File: src/rtl/instruction_loader_pkg.sv
// instruction_loader_pkg: default widths, the NOP word and the loader state encoding
// shared by the loader and its tests.
package instruction_loader_pkg;

    localparam int DEF_ADDR_W = 8;
    localparam int DEF_INSTR_W = 9;
    localparam logic [DEF_INSTR_W-1:0] DEF_NOP_WORD = 9'h000;

    typedef enum logic [2:0] {
        IDLE,
        LOAD,
        CHECK,
        RUN,
        ERROR
    } state_e;

endpackage

File: src/rtl/instruction_loader_store.sv
// instruction_store: program memory with one synchronous write port and one
// asynchronous read port; no reset, contents survive control resets.
module instruction_store #(
    parameter int ADDR_W = 8,
    parameter int INSTR_W = 9
) (
    input  logic               clk,
    input  logic               we,
    input  logic [ADDR_W-1:0]  waddr,
    input  logic [INSTR_W-1:0] wdata,
    input  logic [ADDR_W-1:0]  raddr,
    output logic [INSTR_W-1:0] rdata
);

    logic [INSTR_W-1:0] mem [2**ADDR_W];

    always_ff @(posedge clk) begin
        if (we) mem[waddr] <= wdata;
    end

    assign rdata = mem[raddr];

endmodule

File: src/rtl/instruction_loader.sv
// instruction_loader: valid/ready program loader feeding a single-cycle fetch port.
// Define INSTRUCTION_LOADER_CHECKSUM_EN to require a trailing XOR checksum word after the last word.
module instruction_loader
    import instruction_loader_pkg::*;
#(
    parameter int ADDR_W = DEF_ADDR_W,
    parameter int INSTR_W = DEF_INSTR_W,
    parameter logic [INSTR_W-1:0] NOP_WORD = DEF_NOP_WORD
) (
    input  logic               Clk,
    input  logic               Reset,
    input  logic               Load_Start,
    input  logic               Load_Valid,
    input  logic [INSTR_W-1:0] Load_Data,
    input  logic               Load_Last,
    output logic               Load_Ready,
    input  logic [ADDR_W-1:0]  Adress_Instruction_Bus,
    output logic [INSTR_W-1:0] Instruction,
    output logic               Core_Hold,
    output logic               Load_Error,
    output logic [ADDR_W:0]    Words_Loaded
);

    state_e state_q, state_d;
    logic [ADDR_W:0] count_q, count_d;
    logic err_q, err_d, ready_q, hold_q, xfer, we;
    logic [INSTR_W-1:0] rdata;
`ifdef INSTRUCTION_LOADER_CHECKSUM_EN
    logic [INSTR_W-1:0] csum_q, csum_d;
`endif

    assign xfer = Load_Valid && ready_q;

    // The low count bits double as the write pointer; the top bit marks a full store.
    always_comb begin
        state_d = state_q;
        count_d = count_q;
        err_d = err_q;
        we = 1'b0;
`ifdef INSTRUCTION_LOADER_CHECKSUM_EN
        csum_d = csum_q;
`endif
        if (Load_Start) begin
            state_d = LOAD;
            count_d = '0;
            err_d = 1'b0;
`ifdef INSTRUCTION_LOADER_CHECKSUM_EN
            csum_d = '0;
`endif
        end else if (state_q == IDLE) begin
            count_d = '0;
            err_d = 1'b0;
        end else if (state_q == LOAD && xfer) begin
            if (count_q[ADDR_W]) begin
                state_d = ERROR;
                err_d = 1'b1;
            end else begin
                we = 1'b1;
                count_d = count_q + (ADDR_W+1)'(1);
`ifdef INSTRUCTION_LOADER_CHECKSUM_EN
                csum_d = csum_q ^ Load_Data;
                if (Load_Last) state_d = CHECK;
`else
                if (Load_Last) state_d = RUN;
`endif
            end
        end
`ifdef INSTRUCTION_LOADER_CHECKSUM_EN
        else if (state_q == CHECK && xfer) begin
            state_d = (Load_Data == csum_q) ? RUN : ERROR;
            err_d = Load_Data != csum_q;
        end
`endif
    end

    always_ff @(posedge Clk or negedge Reset) begin
        if (!Reset) begin
            state_q <= IDLE;
            count_q <= '0;
            err_q <= 1'b0;
            ready_q <= 1'b0;
            hold_q <= 1'b1;
`ifdef INSTRUCTION_LOADER_CHECKSUM_EN
            csum_q <= '0;
`endif
        end else begin
            state_q <= state_d;
            count_q <= count_d;
            err_q <= err_d;
            ready_q <= state_d == LOAD || state_d == CHECK;
            hold_q <= state_d != RUN;
`ifdef INSTRUCTION_LOADER_CHECKSUM_EN
            csum_q <= csum_d;
`endif
        end
    end

    instruction_store #(
        .ADDR_W (ADDR_W),
        .INSTR_W(INSTR_W)
    ) u_store (
        .clk  (Clk),
        .we   (we),
        .waddr(count_q[ADDR_W-1:0]),
        .wdata(Load_Data),
        .raddr(Adress_Instruction_Bus),
        .rdata(rdata)
    );

    assign Load_Ready = ready_q;
    assign Core_Hold = hold_q;
    assign Load_Error = err_q;
    assign Words_Loaded = count_q;
    assign Instruction = hold_q ? NOP_WORD : rdata;

endmodule

File: config.mk
export PLATFORM = sky130hd
export DESIGN_NAME = instruction_loader
export DESIGN_NICKNAME = d
export VERILOG_FILES = /design/src/rtl/instruction_loader_pkg.sv /design/src/rtl/instruction_loader_store.sv /design/src/rtl/instruction_loader.sv
export SDC_FILE = /design/constraint.sdc
export NUM_CORES = 2
export LEC_CHECK = 0
export ABC_CLOCK_PERIOD_IN_PS = 4400
export CAP_MARGIN = 20
export CORE_UTILIZATION = 57
export CTS_CLUSTER_SIZE = 25
export DETAILED_ROUTE_END_ITERATION = 16
export PLACE_DENSITY = 0.76
export SYNTH_ARGS = -nofsm -noshare
export SYNTH_HDL_FRONTEND = slang
export SYNTH_HIERARCHICAL = 1
export SYNTH_SLANG_ARGS = --single-unit
File: constraint.sdc
create_clock -name Clk -period 4.4 [get_ports Clk]
set_input_delay 1.32 -clock Clk [delete_from_list [all_inputs] [get_ports Clk]]
set_output_delay 1.32 -clock Clk [all_outputs]
set_load 0.005 [all_outputs]
======== After elaboration in Yosys (flattened, before gate mapping) ========
Memories as Yosys holds them, arrays and structs flattened.
Index checks and enable logic that the tools add are counted.
word-level totals
  register bits ........................... 15
  RAM bits ................................ 2304
  output and inout port bits .............. 21
  input port bits ......................... 22
  word-level logic and storage cells ...... 41
  memories ................................ 1
cells by class
  $add $sub $neg .......................... 1
  eq/ne operators ......................... 5
  multiplexer cells ....................... 20
  reductions and logical operators ........ 8
memory list
  name         depth  bits a word  rd ports  clocked after Yosys merged registers in  write ports  RTL line                        source
  u_store.mem  256    9            1         0                                        1            instruction_loader_store.sv:15  logic [INSTR_W-1:0] mem [2**ADDR_W];
operator list
  operator                                                                 number
  9-bit 2-to-1 mux                                                         5
  3-bit 2-to-1 mux                                                         5
  1-bit 2-to-1 mux                                                         10
  9-bit by 1-bit adder with 9-bit output, second input constant            1
  3-bit by 1-bit equality test with 1-bit output, second input constant    2
  3-bit by 2-bit inequality test with 1-bit output, second input constant  2
  3-bit nonzero test                                                       2
  2-bit AND reduction                                                      2
  3-bit by 2-bit equality test with 1-bit output, second input constant    1
  3-bit zero test                                                          1
  1-bit logical AND                                                        2
  1-bit logical OR                                                         1

======== Longest topological paths before layout ========
  word-level depth ........................ 7
  mapped depth ............................ 12
  depth with buffers taken out ............ 7

======== Modules after synthesis ========
Netlist, hierarchy kept.
by module, submodules not included
  module              sequential area each (sq um)  area each (sq um)  cells an instance  times used
  instruction_store   69186.4                       89098.0            4228               1
  instruction_loader  376.6                         875.8              95                 1

======== Worst setup path after synthesis ========
No wires, ideal clock.
  path kind ............................... input -> output
  start point ............................. input Adress_Instruction_Bus[0]
  end point ............................... output Instruction[7]
  data required time ...................... 3.080 ns
  slack ................................... -0.075 ns
  cell stages on the path ................. 10
  arrival time ............................ 3.155 ns
  path buffers ............................ 4
  cell sequence ........................... buf_6 -> buf_12 -> buf_6 -> buf_6 -> mux4_2 -> a22oi_1 -> a21oi_1 -> nor4_1 -> nor3_1 -> nor2b_1
between the ends
  longest elaborated chain between the ends .. 2
RTL lines
  what                RTL line                   source
  start: declaration  instruction_loader.sv:17   input logic [ADDR_W-1:0] Adress_Instruction_Bus,
  memory 256 x 9 bit  --
  via rdata[7]        instruction_loader.sv:27   logic [INSTR_W-1:0] rdata;
  9-bit 2-to-1 mux    instruction_loader.sv:114  assign Instruction = hold_q ? NOP_WORD : rdata;
  end: declaration    instruction_loader.sv:18   output logic [INSTR_W-1:0] Instruction,
The timed path passes the listed nets, and every way through them passes these cells.

======== Worst setup path after layout ========
  start point ............................. input Adress_Instruction_Bus[0]
  end point ............................... output Instruction[4]
The elaborated chain is that of the path after synthesis.

==> results.tsv <==
stage	metric	value	unit
synthesis	ys_types	68	
sta	finalWorstSetupSlack	-1.02	ns
synthesis	synth_compound_area_frac	0.0386	
global_route	antenna_found_initial	10	
sta	rsz0062_at_grt	true	
synthesis	ys_ff_latch	2319	
clocking	cts_buffer_depth	3	
final_layout	fin_nets	5215	
routing	num_vias	50159	
clocking	hold_buffers	0	
final_layout	syn2layout_area_growth	19.8	%
die	rows	145	
routing	drtAntennaViolNets	0	
setup_path	r2r_setup_slack	1.20	ns
min_path	hold_path_depth	2	
routing	wire_per_inst	33.0	um
sta	clock_skew	0.0337	ns
final_layout	final_util	0.689	
setup_path	worstPathArrival	4.10	ns
clocking	cts.clk_slew.worst_paths	0.07	ns
clocking	h-tree-depth	4	
setup_path	max_stage_delay	0.58	ns
routing	drt-initial-drc-count	7829	
setup_path	crit_family	buffers and inverters	
sta	max_freq	184	MHz
clocking	root_buffer	clkbuf_16	
global_route	overflow	0	
placement	portBuffers	42	
synthesis	muxShareOfSynthArea	0.142	
setup_path	crit_fanout	8	
sta	finalMaxSlewViolations	0	
setup_path	rr_worst_depth	4	
min_path	hold_start	Load_Error	
placement	placed_cells	6970	
routing	drt_first_pass_iters	6	
final_layout	layout.cells.non_filler	7429	
synthesis	synth-edff-count	2304	
clocking	cts_buffers	211	
synthesis	async_reset_ff_frac	0.00647	
global_route	grt_max_degree	121	
setup_path	r2r-start	Words_Loaded[4]	
die	ios	43	
die	start_util	0.575	
setup_path	crit_slowest_cell	mux4_2	
synthesis	postSynthAreaPerCell	20.8	um2
synthesis	ys_seq_area_frac	0.773	
routing	viasPerCell	6.75	
synthesis	yosys_warnings	6	
setup_path	endpoint_kind	output port	
setup_path	crit_required	3.08	ns
job	cap_viol_max_count	0	
status	status	finished with violations	
die	die_x	399	um
final_layout	fillers	8931	
synthesis	yosys-top-cells-area	edfxtp_1 77%, mux4_2 12%, mux2i_1 2.0%, a22oi_1 1.5%, nor2_1 1.3%	
min_path	min_path_type	flip-flop to flip-flop	
clocking	clock_latency	0.88	ns
synthesis	syn_nets	4346	
synthesis	synth_xor_area_frac	0	
sta	finalCriticalPeriod	5.42	ns
die	core	156000	um2
pwr	power_density	427	nW/um2
setup_path	cp_cell_sequence	buf_16 -> buf_16 -> buf_4 -> mux4_2 -> and3_1 -> a31oi_4 -> nand4_1 -> a211oi_2 -> buf_4 -> nor4_2 -> nor2b_1 -> buf_4	
die	die_h	399	um
routing	drc	0	
routing	wirelength	245	mm
sta	hold_viol	0	
setup_path	crit_buf_inv	5	
synthesis	yosys.area_share.simple	0.0281	
die	dieArea	159000	um2
setup_path	rr_endpoint	u_store/mem[92][5]	
synthesis	yosys.area.top_type	edfxtp_1	
clocking	cts_tree	yes	
global_route	grt_pass1_wl	349	mm
sta	relSlewSlack	0.207	
synthesis	yosysMostFrequentCell	edfxtp_1	
pwr	power	46100	uW
final_layout	drive_gt1_frac	0.354	
clocking	cts_sinks	2319	
placement	gp_congestion	0.922	
synthesis	synthCells	4323	
sta	fin_crit_sh	1.23	
setup_path	path_common_cell	buf_4	
sta	tightest_slew	1.19	ns
sta	setup_viol	9	
min_path	hold_end	Load_Error	
synthesis	synthAdderAreaFrac	0.000139	
synthesis	syn-cell-area	90000	um2
global_route	grt_pass1_vias	50130	
status	violations	negative setup slack	
synthesis	dominantRegCellSynth	edfxtp_1	
setup_path	critical_path_class	input port to output port	
pwr	leakagePower	0.0354	uW
synthesis	synth_top_family_by_area	multiplexers	
pwr	peakVddDrop	0.000588	V
placement	dp_hpwl	146	mm
global_route	track_usage	0.309	
setup_path	start_kind	input port	
synthesis	ys_top_cells_by_count	2304 x edfxtp_1, 467 x mux4_2, 310 x nor2_1	
synthesis	synth_top_area_frac	0.769	
-- cells in the final DEF, fill, tap and decap left out, types with 9 or more instances in the layout --
cell / count
o22ai_1: 61
buf_16: 14
a211oi_1: 16
clkinv_2: 37
nor2_1: 305
buf_8: 10
bufinv_16: 33
buf_12: 73
a22oi_2: 50
nor4_2: 13
mux4_2: 468
clkinv_1: 49
nor3_1: 17
nor2b_1: 29
a21oi_2: 38
mux2i_1: 177
nand2_1: 42
dfrtp_1: 14
nand2b_1: 10
buf_4: 749
clkbuf_1: 33
clkbuf_8: 9
o21ai_0: 22
mux2_2: 21
clkdlybuf4s50_1: 17
nand4_1: 14
nor4_4: 11
nand3_1: 33
buf_6: 35
a22oi_1: 124
edfxtp_1: 2304
clkbuf_16: 216
o21ai_2: 9
o221ai_1: 27
a21oi_1: 68
diode_2: 10
-- state kept, by name, indices dropped and copies added (netlist names) --
signal,count
Core_Hold,1
Load_Error,1
Load_Ready,1
Words_Loaded,9
state_q,3
u_store/mem,2304
-- where the power goes --
part / switching (uW) / internal [uW]
combinational: 1650 / 1190
clock: 8030 / 10900
sequential: 18.3 / 24300
total: 9700 / 36400
-- what timing repair did --
item                       4_1_cts  5_1_grt
setup endpoints to repair        9        9
gates resized for setup        289       69
pin swaps                       63       26
cloned                           8        0
setup buffers                   59        7
-- area by class of cell --
type | count | area [um2] | share of cell area
clock buffer | 249 | 5530 | 0.0513
inverter | 6 | 22.5 | 0.000209
sequential | 2319 | 69600 | 0.645
antenna | 10 | 25.0 | 0.000232
tap | 2058 | 2570 | 0.0239
timing repair buffer | 921 | 8520 | 0.0790
multi-input combinational | 1733 | 20000 | 0.186
clock inverter | 133 | 1540 | 0.0143
-- routing by layer --
| layer | track usage | part of all wire | vias up |
|---|---|---|---|
| li1 | - | - | 19859 |
| met1 | 0.405 | 0.34 | 25450 |
| met2 | 0.489 | 0.48 | 4092 |
| met3 | 0.0818 | 0.12 | 750 |
| met4 | 0.144 | 0.050 | 8 |
| met5 | 0 | 0.00021 | - |
-- how the worst max path moves through the flow --
stage,slack (ns),cells past startpoint,to,from
after floorplan,-0.01,10,Instruction[7],Adress_Instruction_Bus[0]
after global placement,-2.00,12,Instruction[1],Adress_Instruction_Bus[0]
after detailed placement,-1.99,13,Instruction[1],Adress_Instruction_Bus[0]
after CTS,-0.99,14,Instruction[0],Adress_Instruction_Bus[0]
after global routing,-1.07,14,Instruction[0],Adress_Instruction_Bus[0]
final,-1.02,12,Instruction[4],Adress_Instruction_Bus[0]
-- worst reg2reg max path, stage by stage, from the launching register on --
cell     delay, ns
dfrtp_1       0.76
nor2b_1       0.55
nand2_1       0.68
nor2_1        0.64
buf_4         0.26
-- metrics by stage --
step	hold WS (ns)	setup slack [ns]	instance area [um2]	TNS, ns
final	0.525	-1.02	108000	-8.80
after global routing	0.549	-1.07	108000	-9.03
after CTS	0.527	-0.992	107000	-8.22
after detailed placement	0.487	-1.99	98400	-14.92
after global placement	0.499	-2.00	98400	-14.94
after floorplan	0.486	-0.0127	90200	-0.0226
-- kinds of logic (layout without fill, tap and decap cells) --
group	Yosys count	after routing
mux	676	676
fa+ha+maj	1	1
buf+inv	271	1309
other cells	0	10
simple gates	546	546
compound gates	510	510
flops	2319	2319
Note: power is estimated with default switching activity, not from simulation.
